===== config.mk =====
export PLATFORM = sky130hd
export DESIGN_NAME = divisor_secuencial
export DESIGN_NICKNAME = d
export VERILOG_FILES = /design/src/rtl/divisor_secuencial.sv
export SDC_FILE = /design/constraint.sdc
export NUM_CORES = 1
export LEC_CHECK = 0
export BUFFER_PORTS_ARGS = -buffer_cell sky130_fd_sc_hd__buf_4
export CELL_PAD_IN_SITES_DETAIL_PLACEMENT = 0
export CELL_PAD_IN_SITES_GLOBAL_PLACEMENT = 1
export CORE_MARGIN = 2
export CORE_UTILIZATION = 45
export CTS_BUF_LIST = sky130_fd_sc_hd__clkbuf_16
export DETAILED_ROUTE_END_ITERATION = 12
export PLACE_DENSITY_LB_ADDON = 0.1
export SKIP_CTS_REPAIR_TIMING = 1
export SYNTH_ARGS = -nofsm -noshare
export SYNTH_HDL_FRONTEND = slang
export SYNTH_SLANG_ARGS = --single-unit

===== constraint.sdc =====
create_clock -name clk -period 2.5 [get_ports clk]
set_input_delay 0 -clock clk [delete_from_list [all_inputs] [get_ports clk]]
set_output_delay 0 -clock clk [all_outputs]
set_load 0.05 [all_outputs]

===== src/rtl/divisor_secuencial.sv =====
// Sequential signed Q-format divider: q = (num << FRAC) / den.
// Restoring algorithm, one quotient bit per clock, fixed latency of
// N+FRAC+1 edges from the accepting start edge to the done pulse.
//
// state | meaning
// ------+---------------------------------------------------------------
// IDLE  | waiting for start; q/ovf/dz hold the last result
// RUN   | one restoring step per edge, N+FRAC steps in total
// FIN   | saturate/sign the magnitude, update q/ovf/dz, pulse done
module divisor_secuencial #(
    parameter int N    = 18,
    parameter int FRAC = 10
) (
    input  logic         clk,
    input  logic         reset,
    input  logic         start,
    input  logic [N-1:0] num,
    input  logic [N-1:0] den,
    output logic [N-1:0] q,
    output logic         busy,
    output logic         done,
    output logic         ovf,
    output logic         dz
);

    localparam int W  = N + FRAC;
    localparam int CW = $clog2(W + 1);

    localparam logic [W-1:0] POS_LIMIT = W'(2 ** (N - 1) - 1);
    localparam logic [W-1:0] NEG_LIMIT = W'(2 ** (N - 1));
    localparam logic [N-1:0] Q_MAX     = {1'b0, {(N - 1){1'b1}}};
    localparam logic [N-1:0] Q_MIN     = {1'b1, {(N - 1){1'b0}}};

    typedef enum logic [1:0] {
        IDLE,
        RUN,
        FIN
    } state_t;

    state_t        state;
    logic [W-1:0]  dividend;
    logic [W-1:0]  quo;
    logic [N-1:0]  rem;
    logic [N-1:0]  den_abs;
    logic [CW-1:0] count;
    logic          sign;
    logic          num_neg;
    logic          dz_int;

    // Operand magnitudes; negating -2^(N-1) in N bits yields 2^(N-1) as unsigned.
    logic [N-1:0] num_mag;
    logic [N-1:0] den_mag;
    assign num_mag = num[N-1] ? (-num) : num;
    assign den_mag = den[N-1] ? (-den) : den;

    // One restoring step: the remainder is always below |den|, so the
    // difference fits in N bits and only the compare needs the extra bit.
    logic [N:0]   rem_shift;
    logic [N-1:0] rem_diff;
    logic         take;
    assign rem_shift = {rem, dividend[W-1]};
    assign take      = (rem_shift >= {1'b0, den_abs});
    assign rem_diff  = rem_shift[N-1:0] - den_abs;

    // Result range checks on the unsigned quotient magnitude.
    logic pos_ovf;
    logic neg_ovf;
    assign pos_ovf = !sign && (quo > POS_LIMIT);
    assign neg_ovf = sign && (quo > NEG_LIMIT);

    // Control FSM, iteration datapath and registered outputs.
    always_ff @(posedge clk) begin
        if (reset) begin
            state    <= IDLE;
            dividend <= '0;
            quo      <= '0;
            rem      <= '0;
            den_abs  <= '0;
            count    <= '0;
            sign     <= 1'b0;
            num_neg  <= 1'b0;
            dz_int   <= 1'b0;
            q        <= '0;
            busy     <= 1'b0;
            done     <= 1'b0;
            ovf      <= 1'b0;
            dz       <= 1'b0;
        end else begin
            done <= 1'b0;
            case (state)
                IDLE: begin
                    if (start) begin
                        sign     <= num[N-1] ^ den[N-1];
                        num_neg  <= num[N-1];
                        dz_int   <= (den == '0);
                        den_abs  <= den_mag;
                        dividend <= {num_mag, {FRAC{1'b0}}};
                        quo      <= '0;
                        rem      <= '0;
                        count    <= CW'(W);
                        busy     <= 1'b1;
                        state    <= RUN;
                    end
                end
                RUN: begin
                    rem      <= take ? rem_diff : rem_shift[N-1:0];
                    quo      <= {quo[W-2:0], take};
                    dividend <= {dividend[W-2:0], 1'b0};
                    count    <= count - CW'(1);
                    if (count == CW'(1)) begin
                        state <= FIN;
                    end
                end
                FIN: begin
                    // Divide-by-zero saturates toward the numerator's sign.
                    if (dz_int) begin
                        q   <= num_neg ? Q_MIN : Q_MAX;
                        dz  <= 1'b1;
                        ovf <= 1'b0;
                    end else if (pos_ovf) begin
                        q   <= Q_MAX;
                        dz  <= 1'b0;
                        ovf <= 1'b1;
                    end else if (neg_ovf) begin
                        q   <= Q_MIN;
                        dz  <= 1'b0;
                        ovf <= 1'b1;
                    end else begin
                        q   <= sign ? (-quo[N-1:0]) : quo[N-1:0];
                        dz  <= 1'b0;
                        ovf <= 1'b0;
                    end
                    done  <= 1'b1;
                    busy  <= 1'b0;
                    state <= IDLE;
                end
                default: begin
                    busy  <= 1'b0;
                    state <= IDLE;
                end
            endcase
        end
    end

endmodule

* Word level (Yosys, flattened, before mapping)
Index checks and enable logic that the tools add are counted.
** Word-level totals
- Output and inout port bits :: 22
- Logic and storage cells :: 65
- Flip-flop bits (word level) :: 124
** Cells by class
- Magnitude comparators :: 3
- Reduce and logical (&&, ||, !) cells :: 10
- Eq/ne operators :: 5
- Bitwise operators :: 2
- Multiplexer cells :: 26
- Add/sub/neg operators :: 5
** Operators by type and width (count)
- two-way mux 18 bit :: 9
- case mux 28 bit (2 select lines) :: 2
- two-way mux 28 bit :: 2
- negation 18 bit :: 3
- case mux 18 bit (2 select lines) :: 1
- greater-than comparator 28 x 17 -> 1 bit (second input constant) :: 1
- greater-than comparator 28 x 18 -> 1 bit (second input constant) :: 1
- greater-or-equal comparator 19 x 18 -> 1 bit :: 1
- zero test 18 bit :: 1
- subtractor 18 bit :: 1
- case mux 5 bit (2 select lines) :: 1
- AND reduction 2 bit :: 4
- two-way mux 1 bit :: 6
- equality test 5 x 1 -> 1 bit (second input constant) :: 1
- two-way mux 5 bit :: 1
- subtractor 5 x 1 -> 5 bit (second input constant) :: 1
- two-way mux 2 bit :: 2
- != test 2 bit (second input constant) :: 2
- case mux 2 bit (2 select lines) :: 1
- equality test 2 x 1 -> 1 bit (second input constant) :: 1
- equality test 2 bit (second input constant) :: 1
- logical AND 1 bit :: 2
- zero test 2 bit :: 1
- case mux 1 bit (2 select lines) :: 1
- 4 further kinds :: 4

* Depth between registers and ports, before layout
- Depth in word-level cells :: 5
- Mapped depth :: 11
- Depth with buffers taken out :: 11

* Worst setup path before layout
No wires, ideal clock.
- Kind :: flip-flop to flip-flop
- From :: register den_abs[13]
- To :: register rem[0]
- Setup slack :: 0.227 ns
- Arrival :: 2.211 ns
- Required time :: 2.438 ns
- Clock period less this slack :: 2.273 ns
- Cell stages (with the launch flop) :: 11
- Library setup time :: 0.062 ns
- Cells stage by stage :: dfxtp_1 inv_1 ha_1 clkbuf_1 nand3_1 or4_1 o211ai_1 a31oi_1 buf_2 or3_1 nand3_1
** Between the ends
- Word-level cells in the longest chain between the ends :: 3
** RTL lines
- from (decl) :: RTL line 44 : logic [N-1:0] den_abs;
- from (signal assigned) :: RTL line 96 : den_abs <= den_mag;
- greater-or-equal comparator 19 x 18 -> 1 bit :: RTL line 62 : assign take = (rem_shift >= {1'b0, den_abs});
- two-way mux 18 bit :: RTL line 106 : rem <= take ? rem_diff : rem_shift[N-1:0];
- case mux 18 bit (2 select lines) :: RTL line 90 : case (state)
- to (signal assigned) :: RTL line 106
- to (decl) :: RTL line 43 : logic [N-1:0] rem;
Every way passes these cells.
A chain may end at the register's enable or synchronous reset.

* Final worst setup path
- From :: register den_abs[12]
- To :: register rem[16]
** Between the ends
- Word-level cells in the longest chain between the ends :: 3
** RTL lines (RTL line)
- subtractor 18 bit or greater-or-equal comparator 19 x 18 -> 1 bit (tied branches) :: 63, 62
- two-way mux 18 bit * :: 106
- case mux 18 bit (2 select lines) * :: 90
Every way passes the cells marked *; elsewhere a longest branch is shown, timed or not.

==> results.yml <==
floorplan:
  fp.dieH_um: 120.7
  core.rowCount: 42
  dieArea_um2: 14560
  initial_utilization_pct: 46.09
  core-area_um2: 13300
  num_io_pins: 61
  die_w_um: 120.7
run_status:
  status: "complete, but fails checks"
  violations: "negative hold slack"
global_route:
  grt_max_degree: 53
  antenna_found_initial: 0
  gr-usage-all-layers_pct: 21.87
  grt-ovfl-total: 0
  grt_pass1_wl_mm: 25.52
  first_global_vias: 5177
timing:
  grt_setup_unrepaired: "false"
  slew_headroom_pct: 53.03
  fin_tns_setup_ns: 0
  finalHoldViolCount: 9
  worst_pin_slew_ns: 0.7045
  finalCritPeriodShare_pct: 94.23
  hold_ws_ns: -0.04716
  report.final.slew_viol_count: 0
  fmax_ghz: 0.4245
  finClkSkew_ns: 0.006983
  fin_crit_ns: 2.356
  setup_viol: 0
power_and_ir_drop:
  internal_power_mw: 5.016
  pwr-share-comb_pct: 43.4
  max-vdd-ir-drop_v: 0.0009693
  power_density_nw_per_um2: 1035
  switchingPower_mw: 2.813
  clkPwrFrac_pct: 29.0
  seqPwrFrac_pct: 27.5
  p_leak_nw: 3.097
  total_power_mw: 7.829
  switching_share_pct: 35.93
final_layout:
  diodes: 0
  syn_to_final_growth_pct: 23.42
  drive_above_1_share_pct: 15.89
  fin_nets: 862
  final-instance-count-excl-fill: 988
worst_setup_path:
  crit_path_max_incr_delay_ns: 0.50
  crit_family: "simple AND/OR/NAND/NOR gates"
  cp_data_required_time_ns: 2.84
  start_kind: "flop"
  worst_setup_path_end_kind: "flop"
  path_class: "flop to flop"
  worst-path-buf-inv: 2
  arrival_ns: 2.69
  cp_cell_sequence: "inv_1 > ha_2 > nand3_1 > or4_1 > o211ai_1 > a31oi_2 > buf_12 > nand2b_1 > o21ai_0"
  crit_fanout: 15
  cp_slowest_cell: "or4_1"
synth:
  ys_seq_area_share_pct: 37.25
  yosys-top-cells-area: "dfxtp_1 (37%), xor2_1 (5.7%), o21ai_0 (5.6%)"
  async_flop_share_pct: 0
  yosys.cell_types.count: 60
  synth_top_area_share_pct: 37.25
  synth_common_cells: "dfxtp_1 (114), o21ai_0 (69), nand2_1 (62), nor2_1 (60)"
  synth_top_cell_by_area: "dfxtp_1"
  synth_edf_count: 0
  synth-seq-cells: 114
  netlist_instances: 722
  avgSynthCellArea_um2: 8.486
  yosys_most_used_dff: "dfxtp_1"
  syn_nets: 785
  yosysMostFrequentCell: "dfxtp_1"
  synth_warnings: 0
  syn-cell-area_um2: 6127
run:
  cap_viol_max_count: 0
detailed_routing:
  drtAntennaViolNets: 0
  post_drt_wl_per_cell_um: 15.77
  viasPerCell: 5.627
  vias: 5559
  drt-total-wl_mm: 15.58
  drt_drc_violations_left: 0
  firstDrtPassIters: 5
  drt-initial-drc-count: 306
clock_tree:
  path_clk_slew_ns: 0.05
  cts_made_buffers: 17
  cts_tree: "built"
  clock-sinks: 114
  ctsHtreeMaxLevel: 4
  insertion_delay_ns: 0.41
  clockRootBuffer: "clkbuf_16"
  clock_path_buffers: 2
placed_design:
  dp_cells: 937
  dpl.hpwl_mm: 11.06
  port_buffers: 60
  gp_congestion: 0.8734
worst_hold_path:
  min_path_type: "input pin to flop"
[power by group through the flow]
stage,Clock (mW),Combinational (mW),Sequential [mW]
after floorplan,0,2.42,2.15
after global placement,0,3.25,2.18
after detailed placement,0,3.28,2.19
after CTS,2.31,3.31,2.15
after global routing,2.40,3.76,2.18
final,2.27,3.40,2.16
[worst min-delay path, cell delays in order]
cell	delay [ns]
buf_4	0.10
xor2_1	0.13
a211oi_1	0.08
[stage by stage]
stage / hold WS, ns / setup WS [ns] / instance area, um^2 / util, %
after global placement: 0.2913 / 0.08473 / 6789 / 51.06
final: -0.04716 / 0.1442 / 7562 / 56.88
after global routing: 0.004318 / 0.001410 / 7562 / 56.88
after floorplan: 0.1360 / 0.2271 / 6127 / -
after detailed placement: 0.2941 / 0.06626 / 6789 / 51.06
after CTS: -0.1338 / 0.05705 / 7341 / 55.21
[placed cells by master (no fill, tap or decap), drive strengths merged, types with 3 or more instances in the layout]
cell type      n
o211ai         9
xnor2         18
a31oi          5
buf           81
o21ai         70
xor2          40
nor4           8
nor3          14
clkinvlp       3
nand3          8
mux2i         16
and2           4
nand2b        14
a222oi         7
inv           31
nand4          7
a21o           3
or4            6
or3            8
a221oi        11
dlygate4sd3   19
a32oi          3
nor2b          6
nor2          60
o31ai         13
ha            23
a211oi        23
a21oi         41
nand2         63
clkbuf        17
a22o          25
dfxtp        114
clkinv         8
a22oi          9
[metal layers]
| metal | vias to the layer above | GRT usage, % | share of wire [%] |
|---|---|---|---|
| li1 | 2796 | - | - |
| met1 | 2625 | 30.17 | 50 |
| met2 | 120 | 34.78 | 46 |
| met3 | 18 | 4.151 | 3.2 |
| met4 | 0 | 6.395 | 1.2 |
| met5 | - | 0 | 0 |
[flip-flops by register name, summed over array words and instances, names as in the netlist]
signal    flops
ovf           1
done          1
state         2
rem          18
q            18
dz_int        1
den_abs      18
dividend     18
dz            1
num_neg       1
quo          28
busy          1
count         5
sign          1
[cell families (layout without fill, tap and decap cells)]
| logic type | count (synthesis) | count (layout) | synth area share (%) |
|---|---|---|---|
| adders and majority gates | 24 | 24 | 5.024 |
| and+or+nand+nor | 206 | 206 | 16.13 |
| AOI/OAI and AO/OA | 233 | 233 | 25.53 |
| DFF | 114 | 114 | 37.25 |
| muxes | 16 | 16 | 2.614 |
| buffers and inverters | 71 | 161 | 5.166 |
| xor gates and xnor gates | 58 | 58 | 8.291 |
[worst paths after layout]
kind / from / endpoint / slack (ns) / cells past startpoint
setup / recovery: den_abs[12] / rem[16] / 0.14 / 9
hold / removal: den[7] / den_abs[7] / -0.05 / 3
setup reg to reg: den_abs[12] / rem[16] / 0.14 / 9
hold reg to reg: dividend[10] / dividend[10] / 0.46 / 2
[area by class of cell]
class | count | area (um^2)
inverters | 29 | 108.9
flip-flops and latches | 114 | 2282
well taps | 176 | 220.2
fillers | 1239 | 5733
clock inverters | 15 | 126.4
multi-input cells | 537 | 3576
clock buffers | 17 | 425.4
repair buffers | 100 | 823.3
No activity file was read; power rests on OpenSTA's default activity.
